## src/rtl/orao_autotype_seq_if.sv

```systemverilog
// orao_autotype_seq_if: start/button inputs and core-facing outputs of the autotype sequencer
interface orao_autotype_seq_if;
  logic       start;
  logic       btn_n_reset;
  logic       btn_b;
  logic       btn_c;
  logic       btn_enter;
  logic       cpu_n_reset;
  logic       key_b;
  logic       key_c;
  logic       key_enter;
  logic       busy;
  logic [2:0] step;
  modport master (
    output start, btn_n_reset, btn_b, btn_c, btn_enter,
    input  cpu_n_reset, key_b, key_c, key_enter, busy, step
  );
  modport slave (
    input  start, btn_n_reset, btn_b, btn_c, btn_enter,
    output cpu_n_reset, key_b, key_c, key_enter, busy, step
  );
endinterface

```

## src/rtl/orao_autotype_seq.sv

```systemverilog
// orao_autotype_seq: scripted reset/keystroke sequencer for the Orao core, merged with manual buttons
module orao_autotype_seq #(
  parameter int TICK_DIV    = 25000,
  parameter int RESET_TICKS = 200,
  parameter int PRESS_TICKS = 100,
  parameter int GAP_TICKS   = 400,
  parameter bit AUTOSTART   = 1'b1
) (
  input logic                clk,
  input logic                n_reset,
  orao_autotype_seq_if.slave bus
);
  typedef enum logic [1:0] {IDLE, ACTIVE, GAP, DONE} state_t;
  localparam logic [2:0] OP_END       = 3'd0;
  localparam logic [2:0] OP_RESET     = 3'd1;
  localparam logic [2:0] OP_KEY_B     = 3'd2;
  localparam logic [2:0] OP_KEY_C     = 3'd3;
  localparam logic [2:0] OP_KEY_ENTER = 3'd4;
  localparam logic [2:0] OP_WAIT      = 3'd5;
  localparam logic [2:0] SCRIPT [8] = '{OP_RESET, OP_KEY_B, OP_KEY_C, OP_KEY_ENTER,
                                        OP_KEY_ENTER, OP_WAIT, OP_KEY_ENTER, OP_END};
  localparam logic [31:0] DIV     = 32'(TICK_DIV);
  localparam logic [31:0] RESET_T = 32'(RESET_TICKS > 0 ? RESET_TICKS : 1);
  localparam logic [31:0] PRESS_T = 32'(PRESS_TICKS > 0 ? PRESS_TICKS : 1);
  localparam logic [31:0] GAP_T   = 32'(GAP_TICKS > 0 ? GAP_TICKS : 1);
  state_t      state_q, state_d;
  logic [2:0]  step_q, step_d;
  logic [31:0] pre_q, pre_d, tick_q, tick_d;
  logic        cpu_n_reset_q, cpu_n_reset_d;
  logic        key_b_q, key_b_d, key_c_q, key_c_d, key_enter_q, key_enter_d;
  logic        busy_q, busy_d;
  logic [2:0]  op, next_op, act_op;
  logic [31:0] dur;
  logic        running, wrap, last, abort, run, script;
  // Undefined opcodes terminate the script just like END.
  function automatic logic is_end(input logic [2:0] o);
    return o == OP_END || o > OP_WAIT;
  endfunction
  // Next-state, step, timing and merged outputs, all derived from the next state.
  always_comb begin
    op            = SCRIPT[step_q];
    next_op       = SCRIPT[step_q + 3'd1];
    running       = state_q == ACTIVE || state_q == GAP;
    dur           = state_q == GAP ? GAP_T : op == OP_RESET ? RESET_T : PRESS_T;
    wrap          = pre_q == DIV - 32'd1;
    last          = wrap && tick_q == dur - 32'd1;
    abort         = running && (bus.btn_b || bus.btn_c || bus.btn_enter || !bus.btn_n_reset);
    run           = (state_q == IDLE && (AUTOSTART || bus.start)) || (state_q == DONE && bus.start);
    state_d       = abort ? DONE :
                    run ? ACTIVE :
                    state_q == ACTIVE && last ? GAP :
                    state_q == GAP && last ? (is_end(next_op) ? DONE : ACTIVE) :
                    state_q;
    step_d        = run ? 3'd0 : !abort && state_q == GAP && last ? step_q + 3'd1 : step_q;
    pre_d         = state_d != state_q || !running || wrap ? 32'd0 : pre_q + 32'd1;
    tick_d        = state_d != state_q || !running ? 32'd0 : wrap ? tick_q + 32'd1 : tick_q;
    act_op        = SCRIPT[step_d];
    script        = state_d == ACTIVE;
    cpu_n_reset_d = bus.btn_n_reset && !(script && act_op == OP_RESET);
    key_b_d       = bus.btn_b || (script && act_op == OP_KEY_B);
    key_c_d       = bus.btn_c || (script && act_op == OP_KEY_C);
    key_enter_d   = bus.btn_enter || (script && act_op == OP_KEY_ENTER);
    busy_d        = state_d == ACTIVE || state_d == GAP;
  end
  // State, counters and registered outputs; reset holds the core in reset.
  always_ff @(posedge clk or negedge n_reset) begin
    if (!n_reset) begin
      state_q       <= IDLE;
      step_q        <= 3'd0;
      pre_q         <= 32'd0;
      tick_q        <= 32'd0;
      cpu_n_reset_q <= 1'b0;
      key_b_q       <= 1'b0;
      key_c_q       <= 1'b0;
      key_enter_q   <= 1'b0;
      busy_q        <= 1'b0;
    end else begin
      state_q       <= state_d;
      step_q        <= step_d;
      pre_q         <= pre_d;
      tick_q        <= tick_d;
      cpu_n_reset_q <= cpu_n_reset_d;
      key_b_q       <= key_b_d;
      key_c_q       <= key_c_d;
      key_enter_q   <= key_enter_d;
      busy_q        <= busy_d;
    end
  end
  assign bus.cpu_n_reset = cpu_n_reset_q;
  assign bus.key_b       = key_b_q;
  assign bus.key_c       = key_c_q;
  assign bus.key_enter   = key_enter_q;
  assign bus.busy        = busy_q;
  assign bus.step        = step_q;
endmodule
```

## src/flat_wrapper.sv

```systemverilog
// flat-port wrapper written by rule: the top's interface ports become plain ports
module orao_autotype_seq_flat 
#(
  parameter int TICK_DIV    = 25000,
  parameter int RESET_TICKS = 200,
  parameter int PRESS_TICKS = 100,
  parameter int GAP_TICKS   = 400,
  parameter bit AUTOSTART   = 1'b1
)
  (clk, n_reset, bus_start, bus_btn_n_reset, bus_btn_b, bus_btn_c, bus_btn_enter, bus_cpu_n_reset, bus_key_b, bus_key_c, bus_key_enter, bus_busy, bus_step);
  orao_autotype_seq_if bus_i ();
  input logic clk;
  input logic n_reset;
  input wire logic [$bits(bus_i.start)-1:0] bus_start;
  input wire logic [$bits(bus_i.btn_n_reset)-1:0] bus_btn_n_reset;
  input wire logic [$bits(bus_i.btn_b)-1:0] bus_btn_b;
  input wire logic [$bits(bus_i.btn_c)-1:0] bus_btn_c;
  input wire logic [$bits(bus_i.btn_enter)-1:0] bus_btn_enter;
  output wire logic [$bits(bus_i.cpu_n_reset)-1:0] bus_cpu_n_reset;
  output wire logic [$bits(bus_i.key_b)-1:0] bus_key_b;
  output wire logic [$bits(bus_i.key_c)-1:0] bus_key_c;
  output wire logic [$bits(bus_i.key_enter)-1:0] bus_key_enter;
  output wire logic [$bits(bus_i.busy)-1:0] bus_busy;
  output wire logic [$bits(bus_i.step)-1:0] bus_step;
  assign bus_i.start = bus_start;
  assign bus_i.btn_n_reset = bus_btn_n_reset;
  assign bus_i.btn_b = bus_btn_b;
  assign bus_i.btn_c = bus_btn_c;
  assign bus_i.btn_enter = bus_btn_enter;
  assign bus_cpu_n_reset = bus_i.cpu_n_reset;
  assign bus_key_b = bus_i.key_b;
  assign bus_key_c = bus_i.key_c;
  assign bus_key_enter = bus_i.key_enter;
  assign bus_busy = bus_i.busy;
  assign bus_step = bus_i.step;
  orao_autotype_seq #(.TICK_DIV(TICK_DIV), .RESET_TICKS(RESET_TICKS), .PRESS_TICKS(PRESS_TICKS), .GAP_TICKS(GAP_TICKS), .AUTOSTART(AUTOSTART)) u_core (.clk(clk), .n_reset(n_reset), .bus(bus_i));
endmodule
```

## config.mk

```make
export PLATFORM = sky130hd
export DESIGN_NAME = orao_autotype_seq_flat
export DESIGN_NICKNAME = d
export VERILOG_FILES = /design/src/rtl/orao_autotype_seq_if.sv /design/src/rtl/orao_autotype_seq.sv /design/src/flat_wrapper.sv
export SDC_FILE = /design/constraint.sdc
export NUM_CORES = 1
export LEC_CHECK = 0
export BUFFER_PORTS_ARGS = -buffer_cell sky130_fd_sc_hd__buf_2
export CAP_MARGIN = 20
export CORE_ASPECT_RATIO = 1.2
export CORE_MARGIN = 1
export CORE_UTILIZATION = 49
export DETAILED_ROUTE_END_ITERATION = 6
export PLACE_DENSITY = 0.65
export SYNTH_ARGS = -nofsm -noshare
export SYNTH_HDL_FRONTEND = slang
export SYNTH_SLANG_ARGS = --single-unit
```

## constraint.sdc

```tcl
create_clock -name clk -period 4.3 [get_ports clk]
set_input_delay 0 -clock clk [delete_from_list [all_inputs] [get_ports clk]]
set_output_delay 0 -clock clk [all_outputs]
set_load 0.005 [all_outputs]
```

* Word-level counts from Yosys, hierarchy flattened
Memory sizes are Yosys's and may differ from the RTL's.
Cells that the tools add are included.
** Storage, ports and cells
- Register bits after elaboration :: 74
- Bits in read-only memories :: 72
- Logic and storage cells :: 85
- Memories kept :: 3
** Cells by class
- $add $sub $neg :: 4
- Magnitude comparators :: 4
- Eq/ne operators :: 13
- Muxes and demuxes :: 18
- Bitwise operators :: 3
- Reduce and logical (&&, ||, !) cells :: 31
** Memory list
- (name not given) :: words 8, width 3, rd ports 1, clocked after Yosys merged registers in 0, wr ports 0, line orao_autotype_seq.sv:41 : op = SCRIPT[step_q];
- (name not given) :: words 8, width 3, rd ports 1, clocked after Yosys merged registers in 0, wr ports 0, line orao_autotype_seq.sv:42 : next_op = SCRIPT[step_q + 3'd1];
- (name not given) :: words 8, width 3, rd ports 1, clocked after Yosys merged registers in 0, wr ports 0, line orao_autotype_seq.sv:57 : act_op = SCRIPT[step_d];
** Operator list (count)
- $mux W32 :: 4
- $add A32 B1 Y32 const B :: 2
- $eq A32 B15 Y1 const B :: 1
- $eq A32 B32 Y1 :: 1
- $sub A32 B1 Y32 const B :: 1
- $mux W3 :: 8
- $ge A4 B4 Y1 const B :: 3
- $logic_and A1 B1 Y1 :: 12
- $logic_or A1 B1 Y1 :: 12
- $not A3 Y4 :: 3
- $mux W2 :: 5
- $mux W8 :: 1
- $eq A2 B2 Y1 const B :: 3
- $eq A3 B1 Y1 const B :: 2
- $eq A3 B2 Y1 const B :: 2
- $eq A2 B1 Y1 const B :: 2
- $logic_not A1 Y1 :: 4
- $add A3 B1 Y3 const B :: 1
- $eq A3 B3 Y1 const B :: 1
- $gt A3 B3 Y1 const B :: 1
- $logic_not A3 Y1 :: 1
- $logic_not A2 Y1 :: 1
- $ne A2 B2 Y1 :: 1
- $reduce_bool A2 Y1 :: 1

* Longest topological paths before layout
- Depth after elaboration :: 21
- Gate-level depth with buffers :: 16

* Least setup slack after synthesis
OpenSTA, ideal clock, no wires.
- Path type :: flip-flop to flip-flop
- Start point :: register u_core.step_q[0], in the netlist u_core.bus.step[0]
- End point :: register u_core.key_b_q, in the netlist u_core.bus.key_b
- Data arrival time :: 3.592 ns
- Slack :: 0.644 ns
- Cell stages (with the launch flop) :: 16
- Period minus slack after synthesis :: 3.656 ns
- Cell sequence :: dfrtp_1 -> buf_2 -> inv_1 -> ha_1 -> or4_1 -> a211oi_2 -> nand3_1 -> nor4_4 -> mux2i_1 -> nor2_1 -> inv_1 -> ha_1 -> nor3b_1 -> a41oi_1 -> a31oi_1 -> a31o_2
** On the way
- Longest elaborated chain between the ends :: 20
** RTL lines
- start: declaration :: line orao_autotype_seq.sv:27 : logic [2:0] step_q, step_d;
- start signal: assignment :: line orao_autotype_seq.sv:79 : step_q <= step_d;
- $not A3 Y4 (not written as such) :: line orao_autotype_seq.sv:41
- $mem_v2 Z8 W3
- $mux W3 (not written as such) (2 in a row) :: line orao_autotype_seq.sv:41
- $eq A3 B1 Y1 :: line orao_autotype_seq.sv:44 : dur = state_q == GAP ? GAP_T : op == OP_RESET ? RESET_T : PRESS_T;
- $mux W8 :: line orao_autotype_seq.sv:44
- $mux W32 :: line orao_autotype_seq.sv:44
- $sub A32 B1 Y32 :: line orao_autotype_seq.sv:46 : last = wrap && tick_q == dur - 32'd1;
- $eq A32 B32 Y1 :: line orao_autotype_seq.sv:46
- [... 4 more ...]
- named net u_core.step_d[1] :: line orao_autotype_seq.sv:27
- $not A3 Y4 (not written as such) (*) :: line orao_autotype_seq.sv:57
- $mem_v2 Z8 W3 (*)
- $mux W3 (not written as such) (*) (2 in a row) :: line orao_autotype_seq.sv:57
- $eq A3 B2 Y1 (*) :: line orao_autotype_seq.sv:60 : key_b_d = bus.btn_b || (script && act_op == OP_KEY_B);
- $logic_and A1 B1 Y1 (*) :: line orao_autotype_seq.sv:60
- $logic_or A1 B1 Y1 (*) :: line orao_autotype_seq.sv:60
- named net u_core.key_b_d :: line orao_autotype_seq.sv:30 : logic key_b_q, key_b_d, key_c_q, key_c_d, key_enter_q, key_enter_d;
- end signal: assignment :: line orao_autotype_seq.sv:83 : key_b_q <= key_b_d;
- end: declaration :: line orao_autotype_seq.sv:30
The timed path passes the listed nets; every way through them passes the cells marked *. The select of a mux whose other input is x is not followed.
A chain may end at the register's enable or synchronous reset.

* Worst setup path in the final report
- Start point :: register u_core.step_q[1], in the netlist u_core.bus.step[1]
- End point :: register u_core.key_b_q, in the netlist u_core.bus.key_b
The elaborated chain is that of the path after synthesis.

==> reports/results.ini <==
[critical_path]
reg2reg_depth = 14
cp-start-kind = register
rr_startpoint = u_core.bus.step[1]
cp_cell_sequence = inv_1, ha_1, or4_1, a211oi_2, nand3_1, nor4_4, mux2i_1, nor2_1, inv_1, ha_1, nor3b_1, a21oi_1, a31oi_1, a31o_2
ff2ff_setup_slack_ps = 380
end_kind = register
critPathRequiredTime_ps = 4610
cp_slowest_cell = or4_1
path_class = reg2reg
arrival_ps = 4230
crit_end = u_core.bus.key_b
r2r_end = u_core.bus.key_b
slowest_delay_ps = 570
path_max_fanout = 9
worstSetupStartpoint = u_core.bus.step[1]

[global_route]
grt-ovfl-total = 0
antenna_found_initial = 0
grt_use_total = 0.206
grt_max_degree = 75
grt_pass1_vias = 3078
grt_pass1_wl_um = 14200

[synth]
postSynthAreaPerCell_um2 = 9.55
netlist_area_um2 = 4180
synth_top_flop_cell = dfrtp_1
netlist_instances = 438
synth_edf_count = 0
synth_cell_types = 49
ys_ff_latch = 74
synth_nets = 460
ys_warn_count = 0
async_flop_share = 1.00
ys_seq_area_frac = 0.443

[clock_network]
clk_pin_slew_worst_paths_ps = 80
cts.path.max_buffers = 2
cts.sinks = 74
htreeDepth = 3
numCtsBuffers = 9
cts_root_buf = clkbuf_8
tritoncts = built
clock_latency_ps = 360

[floorplanning]
die_w_um = 86.3
die_area_um2 = 8910
die_height_um = 103
core_area_um2 = 8200
ioPinCount = 15
start_util = 0.510
rows = 36

[final_layout]
n_fill_cell = 785
utilization = 0.564
area.growth.synth_to_final_pct = 10.5
antenna_cells = 0
fin_nets = 479
drive_above_1_share = 0.110

[run]
cap_violations = 0

[sta]
max_freq_mhz = 255
finClkSkew_ps = 11.3
setup_viol = 0
hold_viol_final = 0
setup_tns_ps = 0
rsz0062_at_grt = false
tightest_slew_ps = 944
finalCritPeriodShare = 0.912
fin_ws_ps = 378
slew_viol_final = 0
relSlewSlack = 0.369
fin_crit_ps = 3920

[routing]
first_iter_violations = 145
drcViolationCount = 0
dr.pass1.iters = 6
drtAntennaViolNets = 0
dr_total_vias = 3112
vias_per_cell = 5.40
routedWlPerCell_um = 14.5
totalWireLength_um = 8380

[place]
portBuffers = 14
hpwl_um = 5370
pre_cts_slack_ps = 322
gp_congestion = 0.764

[hold_path]
hp-class = in2reg

[pwr]
ir_drop_uv = 183
p_leak_uw = 0.00197
power_density_nw_per_um2 = 344

[outcome]
status = completed

-- per-stage QoR --
stage	hold slack, ps	power (µW)	cell area (µm²)	cells
2_1_floorplan	-296	956	4180	438
3_3_place_gp	196	1020	4350	554
3_5_place_dp	201	1020	4350	554
4_1_cts	19.7	1580	4610	575
5_1_grt	37.9	1680	4620	576
6_report	20.4	1590	4620	576
-- worst min-delay path by stage --
stage / startpoint / end / depth (start not counted) / slack [ps]
detailed placement: n_reset / u_core.tick_q[15] / 1 / 200
CTS: bus_start / u_core.state_q[0] / 3 / 20
global route: bus_start / u_core.state_q[0] / 3 / 40
global placement: n_reset / u_core.tick_q[16] / 1 / 200
floorplan: n_reset / u_core.bus.busy / 0 / -300
finish: bus_start / u_core.state_q[0] / 3 / 20
-- layout by cell type, fill, tap and decap left out, types with 3 or more instances in the layout --
| master | Yosys | layout |
|---|---|---|
| a21oi_1 | 4 | 4 |
| a31o_2 | 3 | 3 |
| and2_1 | 4 | 4 |
| and3_1 | 11 | 11 |
| and4_1 | 3 | 3 |
| buf_2 | 7 | 13 |
| buf_4 | 0 | 4 |
| clkbuf_8 | 0 | 11 |
| clkinv_2 | 0 | 3 |
| dfrtp_1 | 74 | 74 |
| dlygate4sd3_1 | 0 | 5 |
| ha_1 | 15 | 15 |
| inv_1 | 20 | 20 |
| mux2i_1 | 6 | 6 |
| nand2_1 | 23 | 23 |
| nand3_1 | 35 | 35 |
| nand4_1 | 14 | 14 |
| nor2_1 | 75 | 75 |
| nor3_1 | 11 | 11 |
| nor3_2 | 5 | 5 |
| nor3b_1 | 5 | 5 |
| nor4_1 | 11 | 10 |
| nor4b_1 | 4 | 4 |
| or4_1 | 3 | 3 |
| xnor2_1 | 29 | 29 |
| xor2_1 | 36 | 36 |
-- routing by layer --
metal  global-route usage  up-vias  routed length (µm)
li1                     -     1548                   -
met2                0.332       43                4030
met4               0.0987        0                 198
met1                0.262     1506                3940
met5                    0        -                   0
met3               0.0492       15                 208
-- critical path, delay by kind of cell (launching register included) --
family                   cells  cell delay [ps]
adder cells (fa/ha/maj)      2              560
flip-flops                   1              490
buffers and inverters        2              180
AO/OA/AOI/OAI                4              900
AND/OR/NAND/NOR              5             1610
multiplexers                 1              140
-- power by group --
part           internal (µW)  switching (µW)  total [µW]
registers                716            22.0         738
clock network            297             260         557
logic                   79.1             215         294
total                   1090             497        1590
-- what timing repair did --
action / in CTS / in global routing
setup buffers: 0 / 0
setup endpoints to repair: 0 / 7
gates resized for setup: 0 / 0
hold buffers: 5 / 0
endpoints found under the hold margin: 78 / 0
-- state kept, by name (all words and copies together) (netlist names) --
name	cells
u_core.bus.cpu_n_reset	1
u_core.bus.key_c	1
u_core.tick_q	32
u_core.bus.step	3
u_core.bus.key_enter	1
u_core.pre_q	32
u_core.bus.key_b	1
u_core.bus.busy	1
u_core.state_q	2
-- final cells by class --
| class | count | area (µm²) | area share |
|---|---|---|---|
| multi-input cells | 329 | 2200 | 0.476 |
| flip-flops and latches | 74 | 1850 | 0.401 |
| clock buffers | 11 | 151 | 0.0328 |
| repair buffers | 22 | 145 | 0.0314 |
| well taps | 114 | 143 | 0.0309 |
| inverters | 21 | 78.8 | 0.0171 |
| clock inverters | 5 | 52.6 | 0.0114 |
-- synth_stat cells, types with 3 or more instances --
cell type	count	area share
and2_1	4	0.0060
nor4b_1	4	0.0084
mux2i_1	6	0.014
nor3_2	5	0.012
a21oi_1	4	0.0048
nor3b_1	5	0.0090
dfrtp_1	74	0.44
xnor2_1	29	0.061
and3_1	11	0.016
nand2_1	23	0.021
ha_1	15	0.045
nor3_1	11	0.013
nand3_1	35	0.042
and4_1	3	0.0063
buf_2	7	0.0084
a31o_2	3	0.0063
clkbuf_1	7	0.0063
or4_1	3	0.0054
xor2_1	36	0.075
nor4_1	11	0.016
inv_1	20	0.018
nand4_1	14	0.021
nor2_1	75	0.067
-- cell families after synthesis --
family	share of synthesized area
and+or+nand+nor	0.274
DFF	0.443
xor gates and xnor gates	0.136
buffers and inverters	0.0362
AOI/OAI and AO/OA	0.0521
adders and majority gates	0.0449
muxes	0.0144
Power figures use the tool's default switching activity.
